**src/rtl/pipe_scoreboard.sv**
```systemverilog
`default_nettype none
// ============================================================================
// pipe_scoreboard : in-order issue scoreboard tracking pending register writes
//                   and stalling ID on read-after-write hazards.
//                   Define PIPE_SCOREBOARD_FWD_EN to assume EX/MEM forwarding
//                   (only a load in EX blocks); otherwise full interlock.
// Revision: 1.0
// ============================================================================
module pipe_scoreboard #(
  parameter int REG_ADDR_WIDTH  = 3,
  parameter int NUM_RD_PORTS    = 2,
  parameter int WB_LATENCY      = 3,
  parameter int STALL_CNT_WIDTH = 16
) (
  input  logic                                          clk_i,
  input  logic                                          rst_i,
  input  logic                                          issue_valid_i,
  input  logic                                          issue_wr_en_i,
  input  logic [REG_ADDR_WIDTH-1:0]                     issue_wr_addr_i,
  input  logic                                          issue_is_load_i,
  input  logic [NUM_RD_PORTS-1:0][REG_ADDR_WIDTH-1:0]   rd_addr_i,
  input  logic [NUM_RD_PORTS-1:0]                       rd_used_i,
  input  logic                                          flush_i,
  output logic                                          pipeline_ready_o,
  output logic [STALL_CNT_WIDTH-1:0]                    stall_cnt_o
);

  logic [WB_LATENCY-1:0]                      valid_q, valid_d;
  logic [WB_LATENCY-1:0][REG_ADDR_WIDTH-1:0]  addr_q, addr_d;
  logic [WB_LATENCY-1:0]                      load_q, load_d;
  logic [STALL_CNT_WIDTH-1:0]                 stall_cnt_q, stall_cnt_d;
  logic [WB_LATENCY-1:0]                      slot_qual;
  logic [NUM_RD_PORTS-1:0]                    port_hazard;
  logic                                       ready;
  logic                                       unused_sig;

  // Which slots can still block a reader (not yet visible through forwarding/RF).
  genvar s;
  generate
    for (s = 0; s < WB_LATENCY; s++) begin : g_qual
`ifdef PIPE_SCOREBOARD_FWD_EN
      if (s == 0) begin : g_ex
        assign slot_qual[s] = valid_q[s] & load_q[s];
      end else begin : g_fwd
        assign slot_qual[s] = 1'b0;
      end
`else
      assign slot_qual[s] = valid_q[s];
`endif
    end
  endgenerate

  always_comb begin
    port_hazard = '0;
    for (int p = 0; p < NUM_RD_PORTS; p++) begin
      if (rd_used_i[p] && (rd_addr_i[p] != '0)) begin
        for (int k = 0; k < WB_LATENCY; k++) begin
          if (slot_qual[k] && (addr_q[k] == rd_addr_i[p])) begin
            port_hazard[p] = 1'b1;
          end
        end
      end
    end
  end

  assign ready = ~|port_hazard;

  // Hazards above see pre-shift contents, so a flushed EX entry still blocks this cycle.
  always_comb begin
    valid_d = valid_q;
    addr_d  = addr_q;
    load_d  = load_q;
    for (int k = WB_LATENCY - 1; k > 0; k--) begin
      valid_d[k] = valid_q[k-1] & ~((k == 1) & flush_i);
      addr_d[k]  = addr_q[k-1];
      load_d[k]  = load_q[k-1];
    end
    valid_d[0] = issue_valid_i & ready & issue_wr_en_i;
    addr_d[0]  = issue_wr_addr_i;
    load_d[0]  = issue_is_load_i;
  end

  always_comb begin
    stall_cnt_d = stall_cnt_q;
    if (issue_valid_i && !ready && (stall_cnt_q != '1)) begin
      stall_cnt_d = stall_cnt_q + STALL_CNT_WIDTH'(1);
    end
  end

  always_ff @(posedge clk_i) begin
    if (rst_i) begin
      valid_q     <= '0;
      stall_cnt_q <= '0;
    end else begin
      valid_q     <= valid_d;
      stall_cnt_q <= stall_cnt_d;
    end
    addr_q <= addr_d;
    load_q <= load_d;
  end

  assign pipeline_ready_o = ready;
  assign stall_cnt_o      = stall_cnt_q;

  // Load flags and flush are not consulted in every configuration.
  assign unused_sig = ^{load_q, flush_i};

endmodule
`default_nettype wire

```
**config.mk**
```make
export PLATFORM = sky130hd
export DESIGN_NAME = pipe_scoreboard
export DESIGN_NICKNAME = d
export VERILOG_FILES = /design/src/rtl/pipe_scoreboard.sv
export SDC_FILE = /design/constraint.sdc
export NUM_CORES = 1
export LEC_CHECK = 0
export BUFFER_PORTS_ARGS = -buffer_cell sky130_fd_sc_hd__buf_2
export CAP_MARGIN = 30
export CORE_MARGIN = 3
export CORE_UTILIZATION = 35
export CTS_BUF_LIST = sky130_fd_sc_hd__clkbuf_16
export DETAILED_ROUTE_END_ITERATION = 12
export GPL_TIMING_DRIVEN = 1
export PLACE_DENSITY_LB_ADDON = 0.15
export SYNTH_ARGS = -nofsm -noshare
export SYNTH_HDL_FRONTEND = slang
export SYNTH_SLANG_ARGS = --single-unit
```
**constraint.sdc**
```tcl
create_clock -name clk_i -period 3.79 [get_ports clk_i]
set_clock_uncertainty 0.1 [all_clocks]
set_input_delay 0.1895 -clock clk_i [delete_from_list [all_inputs] [get_ports clk_i]]
set_output_delay 0.1895 -clock clk_i [all_outputs]
set_load 0.05 [all_outputs]
```
==> results of run 1 <==
[sequential cells by signal, summed over array words and instances (netlist names)]
| signal | cells |
|---|---|
| stall_cnt_o | 16 |
| slot_qual | 3 |
| addr_d | 6 |
| addr_q | 3 |
[logic make-up after synthesis]
family | after synthesis | share of synthesized area
flops | 28 | 0.4103
compound gates | 30 | 0.1603
fa+ha+maj | 1 | 0.009156
xor+xnor | 18 | 0.1154
simple gates | 59 | 0.2473
mux | 4 | 0.03296
buf+inv | 6 | 0.02472
[worst max path at each step]
| stage | start | to | slack, ps | cells after the start |
|---|---|---|---|---|
| after floorplan | stall_cnt_o[3] | stall_cnt_o[13] | 1590 | 7 |
| after global placement | stall_cnt_o[3] | stall_cnt_o[13] | 1480 | 7 |
| after detailed placement | stall_cnt_o[3] | stall_cnt_o[13] | 1460 | 7 |
| after CTS | stall_cnt_o[3] | stall_cnt_o[13] | 1440 | 7 |
| after global routing | stall_cnt_o[4] | stall_cnt_o[13] | 1230 | 7 |
| final | stall_cnt_o[3] | stall_cnt_o[13] | 1440 | 7 |
[layout make-up]
type                       count  share of cell area
clock inverter                 1            0.002235
clock buffer                   3             0.04471
multi-input combinational    112              0.4598
tap                           48             0.03577
timing repair buffer          37              0.1237
sequential                    28              0.3338
[report_power, final]
part | internal [uW] | total [uW] | switching (uW)
clock network | 141 | 238 | 96.9
logic | 22.9 | 44.6 | 21.7
registers | 300 | 306 | 5.65
total | 464 | 589 | 124
[metrics by stage]
stage | instance area, sq um | instances
global placement | 1560 | 221
CTS | 1679 | 229
detailed placement | 1560 | 221
floorplan | 1366 | 146
finish | 1679 | 229
global route | 1679 | 229
[synth_stat cells]
cell type / number / area [sq um]
and4_1: 1 / 8.760
o41ai_1: 2 / 17.52
nand3_1: 7 / 35.03
nor2b_1: 5 / 31.28
buf_6: 1 / 11.26
o31ai_1: 9 / 67.56
dfxtp_1: 28 / 560.5
o21ai_2: 1 / 8.760
or4_1: 8 / 60.06
nand2_1: 8 / 30.03
and3_1: 5 / 31.28
nand4_1: 11 / 68.82
ha_1: 1 / 12.51
a31oi_4: 2 / 42.54
buf_2: 3 / 15.01
or3_1: 2 / 12.51
nor2_1: 7 / 26.28
nor4_1: 2 / 12.51
xnor2_1: 18 / 157.7
o21ai_1: 3 / 15.01
a21oi_1: 12 / 60.06
nor3_1: 1 / 5.000
clkbuf_1: 2 / 7.510
nand4b_1: 1 / 8.760
nor3b_1: 1 / 7.510
o21a_1: 1 / 7.510
mux2_1: 4 / 45.04
[per-layer routing]
| layer | global-route usage | part of all wire | vias to the layer above | wire length [microns] |
|---|---|---|---|---|
| li1 | - | - | 621 | - |
| met1 | 0.1725 | 0.49 | 593 | 1494 |
| met2 | 0.2157 | 0.45 | 27 | 1393 |
| met3 | 0.04433 | 0.047 | 4 | 143 |
| met4 | 0.03474 | 0.010 | 0 | 32 |
| met5 | 0 | 0 | - | 0 |
[worst max-delay path, cell delays in order (launching register included)]
cell and delay, ps:
dfxtp_1 420, and4_1 320, and3_1 280, nand2_1 130, nor2_1 300, buf_4 270, nor4_1 80, mux2_1 330
[repair_timing]
action | 4_1_cts | 5_1_grt
hold buffers | 4 | 0
endpoints found under the setup margin | 0 | 0
hold endpoints to repair | 4 | 0
gates resized for setup | 0 | 0
==> reports/results.ini, run 1 <==
[status]
outcome=finished clean

[floorplan]
core_sq_mm=0.003716
ios=34
dieHeight_microns=68.48
start_util=0.3677
die_w_microns=68.48
std_cell_rows=22
dieArea_sq_mm=0.004690

[sta]
hold_viol_final=0
post-route-period-util=0.6196
relSlewSlack=0.4466
finalSetupTns_ps=0
fin_crit_ps=2348
max_slew.worst_pin.slew_ps=830.0
max_freq_mhz=425.8
slew_violations=0
setup_viol=0
rsz0062_at_grt=false
timing.final.ws_setup_ps=1442
whs_ps=60.49

[global_routing]
first_global_vias=1044
grtUsageTotal=0.1346
grt_overflow_total=0
grt_antenna_before_repair=0
grt_max_degree=25
grt_pass1_wl_mm=4.767

[worst_setup_path]
worstSetupPathType=flip-flop to flip-flop
cp-end-kind=flip-flop
r2r_cells=7
path_max_fanout=16
crit_arrival_ps=2400
cp.required_ps=3840
reg2reg_to=stall_cnt_o[13]
r2r_slack_ps=1440
r2r_start=stall_cnt_o[3]
crit_path_start_kind=flip-flop

[routing]
drt_pre_antenna_iters=4
route.detailed.drc=0
vias_per_cell=5.437
ant_nets=0
vias=1245
drt_iter0_markers=56
wl_per_cell_microns=13.38
wirelength_mm=3.065

[final_layout]
drive_gt1_frac=0.2155
multi_input_comb_area_sq_um=772.0
final_util=0.4519
final-seq-area_sq_um=560.5
nets=200
n_fill_cell=370
syn2layout_area_growth_pct=22.89
num_antenna_cells=0
final_common_cell=buf_2
final_cell_mix=buf_2 (32), dfxtp_1 (28), xnor2_1 (18)

[placement]
dp_hpwl_mm=2.293
pre_cts_slack_ps=1459
port_buffers=32
gp_congestion=0.8357

[worst_hold_path]
hp-start=issue_wr_en_i
holdPathEnd=slot_qual[0]
min_path_cells=3
hp-class=input port to flip-flop

[logic_synthesis]
synthCells=146
avgSynthCellArea_sq_um=9.358
ys_seq_elements=28
synth_nets=164
ys_types=27
ys_warn_count=0
ys_seq_area_frac=0.4103
syn_area_sq_mm=0.001366

[clocking]
cts_made_buffers=3
clock_latency_ps=260
post_cts_buffers=0
clk_pin_slew_ps=70
root_buffer=clkbuf_16
ctsHtreeMaxLevel=1
clk_path_buf_depth=2
cts_tree=yes
cts_sinks=28

[job]
max_cap_viol_count=0

[power_and_ir_drop]
power_uw=588.7
p_leak_uw=0.0006160
powerDensity_mw_per_mm2=350.6
peakVddDrop_mv=0.1961

No activity file was read; power rests on OpenSTA's default activity.
==> inputs of run 2 (changes only) <==
==> constraint.sdc (replaced) <==
create_clock -name clk_i -period 2.4 [get_ports clk_i]
set_clock_uncertainty 0.1 [all_clocks]
set_input_delay 0.12 -clock clk_i [delete_from_list [all_inputs] [get_ports clk_i]]
set_output_delay 0.12 -clock clk_i [all_outputs]
set_load 0.05 [all_outputs]
==> run 2 against run 1 <==
Register-to-register slack worse by 1200 ps. Critical path type unchanged. Clock-buffer cell count stayed put. Critical endpoint is now stall_cnt_o[8]. Design area is 3.5% higher. Via count is 1.3% higher. Final cell count is 1.7% higher.
==> reports/results.ini, run 2 (synthesized netlist as in run 1, its figures left out) <==
[worst_hold_path]
hp-class=input port to flip-flop  ; unchanged
hp-start=issue_valid_i  ; was issue_wr_en_i
min_path_cells=3  ; unchanged
holdPathEnd=slot_qual[0]  ; unchanged

[clocking]
ctsHtreeMaxLevel=1  ; unchanged
cts_made_buffers=3  ; unchanged
clock_latency_ps=260  ; about the same
post_cts_buffers=0  ; unchanged
post_cts_resized=0  ; unchanged
root_buffer=clkbuf_16  ; unchanged
clk_path_buf_depth=2  ; unchanged
ctsHoldBuffers=5  ; was 4
cts_sinks=28  ; unchanged
cts_tree=yes  ; unchanged
clk_pin_slew_ps=70  ; about the same

[worst_setup_path]
r2r_cells=7  ; unchanged
r2r_slack_ps=280  ; was 1440 ps
crit_family=simple AND/OR/NAND/NOR gates  ; unchanged
crit_path_start_kind=flip-flop  ; unchanged
cpPeakStageDelay_ps=470  ; was 420 ps
slowest_stage=or4_1  ; was dfxtp_1
worstSetupPathType=flip-flop to flip-flop  ; unchanged
path_max_fanout=10  ; was 16
reg2reg_to=stall_cnt_o[8]  ; was stall_cnt_o[13]
cp.required_ps=2490  ; was 3840 ps
path_buf_inv=1  ; unchanged
crit_arrival_ps=2210  ; was 2400 ps
path_cells=xnor2_1, nand4_1, a31oi_4, o21ai_2, buf_4, or4_1, a21oi_1  ; was and4_1, and3_1, nand2_1, nor2_1, buf_4, nor4_1, mux2_1
cp-end-kind=flip-flop  ; unchanged
r2r_start=addr_d[3]  ; was stall_cnt_o[3]

[final_layout]
syn2layout_area_growth_pct=27.20  ; was 22.89%
num_antenna_cells=0  ; unchanged
drive_gt1_frac=0.2324  ; was 0.2155
n_fill_cell=371  ; was 370
final_common_cell=buf_2  ; unchanged
final_cell_mix=buf_2 (32), dfxtp_1 (28), xnor2_1 (18)  ; unchanged
largest_reg_flops=16  ; unchanged
nets=204  ; was 200
final_util=0.4677  ; was 0.4519
finalNonFillerCells=233  ; was 229

[sta]
fin_crit_ps=2123  ; was 2348 ps
finalSetupTns_ps=0  ; unchanged
setup_viol=0  ; unchanged
max_freq_mhz=471.0  ; was 425.8 MHz
hold_viol_final=0  ; unchanged
relSlewSlack=0.7148  ; was 0.4466
post-route-period-util=0.8847  ; was 0.6196
slew_violations=0  ; unchanged
timing.final.ws_setup_ps=276.7  ; was 1442 ps
rsz0062_at_grt=false  ; unchanged
max_slew.worst_pin.slew_ps=427.8  ; was 830.0 ps

[floorplan]
die_w_microns=68.48  ; unchanged
core_sq_mm=0.003716  ; unchanged
dieArea_sq_mm=0.004690  ; unchanged
start_util=0.3677  ; unchanged
dieHeight_microns=68.48  ; unchanged
ios=34  ; unchanged
std_cell_rows=22  ; unchanged

[placement]
dp_hpwl_mm=2.341  ; was 2.293 mm
port_buffers=32  ; unchanged
numPlacedInstances=224  ; was 221
gp_congestion=0.8321  ; was 0.8357
pre_cts_slack_ps=284.0  ; was 1459 ps

[routing]
ant_nets=0  ; unchanged
wirelength_mm=3.153  ; was 3.065 mm
vias=1261  ; was 1,245
route.detailed.drc=0  ; unchanged
wl_per_cell_microns=13.53  ; was 13.38 microns
vias_per_cell=5.412  ; was 5.437
drt_pre_antenna_iters=4  ; unchanged
drt_iter0_markers=45  ; was 56

[global_routing]
grt_overflow_total=0  ; unchanged
grt_antenna_before_repair=0  ; unchanged
grt_pass1_wl_mm=5.223  ; was 4.767 mm
first_global_vias=1119  ; was 1,044
grtUsageTotal=0.1450  ; was 0.1346
grt_max_degree=24  ; was 25

[job]
max_cap_viol_count=0  ; unchanged

[status]
outcome=finished clean  ; unchanged

[power_and_ir_drop]
peakVddDrop_mv=0.3447  ; was 0.1961 mV
power_uw=1042  ; was 588.7 uW
p_leak_uw=0.0006465  ; was 0.0006160 uW
powerDensity_mw_per_mm2=599.8  ; was 350.6 mW/mm^2

## run 2: cell count changes in the layout (fill, tap and decap cells not counted)
cell,change
buf_4,+3
dlygate4sd3_1,+1
bufinv_16,+1
clkinv_1,-1
## run 2: final cells by class
type / instances / area (sq um) / area share
clock buffers: 3 / 75.07 / 0.04320
clock inverters: 1 / 30.03 / 0.01728
multi-input cells: 112 / 772.0 / 0.4442
flip-flops and latches: 28 / 560.5 / 0.3225
well taps: 48 / 60.06 / 0.03456
repair buffers: 41 / 240.2 / 0.1382
## run 2: stage by stage
stage / hold slack, ps / area, sq um
after floorplan: 47.72 / 1366
after global placement: 125.0 / 1583
after detailed placement: 125.6 / 1583
after CTS: 20.46 / 1738
after global routing: 34.64 / 1738
final: 24.18 / 1738
## run 2: worst max-delay path by stage
| stage | endpoint | startpoint | depth (start not counted) | slack [ps] |
|---|---|---|---|---|
| after CTS | stall_cnt_o[8] | addr_d[3] | 7 | 260 |
| final | stall_cnt_o[8] | addr_d[3] | 7 | 280 |
| after global routing | stall_cnt_o[3] | stall_cnt_o[3] | 7 | 100 |
| after global placement | stall_cnt_o[5] | stall_cnt_o[5] | 7 | 340 |
| after detailed placement | stall_cnt_o[8] | addr_d[3] | 7 | 280 |
| after floorplan | stall_cnt_o[13] | stall_cnt_o[3] | 7 | 200 |
## run 2: tightest hold or removal path, delay by kind of cell
kind                   cells  cell delay [ps]
buffers and inverters      1              120
AND/OR/NAND/NOR            2              100
## run 2: per-layer routing
metal	wire [microns]	up-vias	track usage	part of all wire
li1	-	631	-	-
met1	1496	598	0.1988	0.47
met2	1490	30	0.2277	0.47
met3	148	2	0.04269	0.047
met4	17	0	0.02233	0.0054
met5	0	-	0	0
## run 2: where the power goes
group,switching (uW),total [uW],internal [uW]
clock network,155,487,332
registers,9.05,483,474
logic,34.9,72.6,37.7
==> inputs of run 3 (changes only) <==
==> constraint.sdc (replaced) <==
create_clock -name clk_i -period 1.9 [get_ports clk_i]
set_clock_uncertainty 0.1 [all_clocks]
set_input_delay 0.095 -clock clk_i [delete_from_list [all_inputs] [get_ports clk_i]]
set_output_delay 0.095 -clock clk_i [all_outputs]
set_load 0.05 [all_outputs]
==> run 3 against run 2 <==
The run now ends with negative setup slack left. Register-to-register slack worse by 310 ps. Combinational power grew 53%. Global-route usage increased by 2.3 points. Total power rose by 24%.
==> reports/results.ini, run 3 (synthesized netlist as in run 1, its figures left out) <==
[floorplan]
std_cell_rows=22  ; unchanged
core_sq_mm=0.003716  ; unchanged
start_util=0.3677  ; unchanged
die_w_microns=68.48  ; unchanged
dieHeight_microns=68.48  ; unchanged
ios=34  ; unchanged
dieArea_sq_mm=0.004690  ; unchanged

[clocking]
clk_pin_slew_ps=70  ; about the same
clock_latency_ps=270  ; was 260 ps
cts_made_buffers=3  ; unchanged
clk_path_buf_depth=2  ; unchanged
cts_tree=yes  ; unchanged
root_buffer=clkbuf_16  ; unchanged
cts_sinks=28  ; unchanged
ctsHtreeMaxLevel=1  ; unchanged

[status]
violations=negative setup slack
outcome=finished, violations left  ; was finished clean

[global_routing]
grt_max_degree=24  ; unchanged
grt_overflow_total=0  ; unchanged
grt_pass1_wl_mm=5.823  ; was 5.223 mm
grtUsageTotal=0.1680  ; was 0.1450
grt_antenna_before_repair=0  ; unchanged
first_global_vias=1218  ; was 1,119

[worst_setup_path]
r2r_slack_ps=-40  ; was 280 ps
path_max_fanout=5  ; was 10
crit_arrival_ps=2030  ; was 2210 ps
worstSetupPathType=flip-flop to flip-flop  ; unchanged
cpPeakStageDelay_ps=480  ; was 470 ps
slowest_stage=or4_1  ; unchanged
crit_path_start_kind=flip-flop  ; unchanged
cp-end-kind=flip-flop  ; unchanged
reg2reg_to=stall_cnt_o[9]  ; was stall_cnt_o[8]
r2r_start=addr_q[7]  ; was addr_d[3]
r2r_cells=7  ; unchanged
cp.required_ps=1990  ; was 2490 ps
path_cells=xnor2_2, nand4_1, a31oi_4, buf_12, o21ai_4, or4_1, a21oi_1  ; was xnor2_1, nand4_1, a31oi_4, o21ai_2, buf_4, or4_1, a21oi_1

[sta]
max_slew.worst_pin.slew_ps=468.9  ; was 427.8 ps
relSlewSlack=0.6874  ; was 0.7148
slew_violations=0  ; unchanged
max_freq_mhz=516.0  ; was 471.0 MHz
post-route-period-util=1.020  ; was 0.8847
fin_crit_ps=1938  ; was 2123 ps
whs_ps=66.85  ; was 24.18 ps
timing.final.ws_setup_ps=-38.04  ; was 276.7 ps
rsz0062_at_grt=true  ; was false
hold_viol_final=0  ; unchanged
setup_viol=5  ; was 0

[routing]
ant_nets=0  ; unchanged
wl_per_cell_microns=15.54  ; was 13.53 microns
drt_iter0_markers=47  ; was 45
wirelength_mm=3.884  ; was 3.153 mm
vias=1341  ; was 1,261
vias_per_cell=5.364  ; was 5.412
route.detailed.drc=0  ; unchanged
drt_pre_antenna_iters=4  ; unchanged

[final_layout]
num_antenna_cells=0  ; unchanged
n_fill_cell=327  ; was 371
final_cell_mix=buf_2 (31), xnor2_1 (16), buf_4 (13)  ; was buf_2 (32), dfxtp_1 (28), xnor2_1 (18)
drive_gt1_frac=0.5000  ; was 0.2324
final_common_cell=buf_2  ; unchanged
largest_reg_flops=16  ; unchanged
syn2layout_area_growth_pct=52.93  ; was 27.20%
nets=221  ; was 204

[worst_hold_path]
hp-start=issue_valid_i  ; unchanged
hp-class=input port to flip-flop  ; unchanged
min_path_cells=3  ; unchanged
holdPathEnd=slot_qual[0]  ; unchanged

[power_and_ir_drop]
peakVddDrop_mv=0.3192  ; was 0.3447 mV
p_leak_uw=0.0007665  ; was 0.0006465 uW
powerDensity_mw_per_mm2=620.9  ; was 599.8 mW/mm^2

[job]
max_cap_viol_count=0  ; unchanged

[placement]
pre_cts_slack_ps=-160.8  ; was 284.0 ps
gp_congestion=0.7864  ; was 0.8321
dp_hpwl_mm=2.410  ; was 2.341 mm
port_buffers=32  ; unchanged

## run 3: cell types whose count changed in the layout (fill, tap and decap cells not counted), sizes merged
cell | previous run | this run
clkbuf | 3 | 4
o21ai | 4 | 6
bufinv | 1 | 0
buf | 36 | 51
## run 3: per-stage QoR
stage                     setup TNS [ps]    util  total power, uW  area [sq um]  std cells
after floorplan                        0       -            661.6          1426        146
after global placement            -653.7  0.4677            698.0          1738        235
after detailed placement           -1602  0.4677            701.2          1738        235
after CTS                         -39.33  0.5434             1301          2019        248
after global routing               -1127  0.5623             1339          2090        250
final                             -116.3  0.5623             1297          2090        250
## run 3: final cells by class
cell class,count,area [sq um],area share
clock buffer,4,100.1,0.04790
multi-input combinational,114,913.4,0.4371
sequential,28,608.1,0.2910
tap,48,60.06,0.02874
timing repair buffer,56,407.9,0.1952
## run 3: critical path, delay by kind of cell (launching register included)
family	cells	cell delay (ps)
buf+inv	1	150
simple gates	2	640
compound gates	3	460
flops	1	360
xor+xnor	1	150
## run 3: how the worst max path moves through the flow
stage / from / to / slack [ps] / cells past startpoint
4_1_cts: addr_q[7] / stall_cnt_o[5] / -30 / 7
5_1_grt: addr_q[7] / stall_cnt_o[10] / -130 / 8
3_5_place_dp: addr_d[4] / stall_cnt_o[13] / -160 / 6
6_report: addr_q[7] / stall_cnt_o[9] / -40 / 7
3_3_place_gp: addr_d[4] / stall_cnt_o[13] / -80 / 6
2_1_floorplan: stall_cnt_o[12] / stall_cnt_o[15] / 1 / 6
## run 3: layer usage
layer / vias up / wire length, microns / global-route usage / part of all wire
met5: - / 0 / 0 / 0
met4: 0 / 57 / 0.07444 / 0.015
met3: 5 / 159 / 0.03448 / 0.041
met2: 33 / 1902 / 0.2658 / 0.49
met1: 635 / 1764 / 0.2183 / 0.45
li1: 668 / - / - / -
## run 3: timing repair
action / CTS / global route
cloned: 2 / 0
endpoints found under the hold margin: 5 / 0
setup endpoints to repair: 14 / 17
pin swaps: 21 / 10
resized for setup: 20 / 14
setup buffers: 2 / 2
hold buffers: 5 / 0
## run 3: power by group
group	total [uW]	switching (uW)	internal [uW]
sequential	601	12.2	589
clock	586	218	367
combinational	111	51.5	59.2
total	1300	282	1020
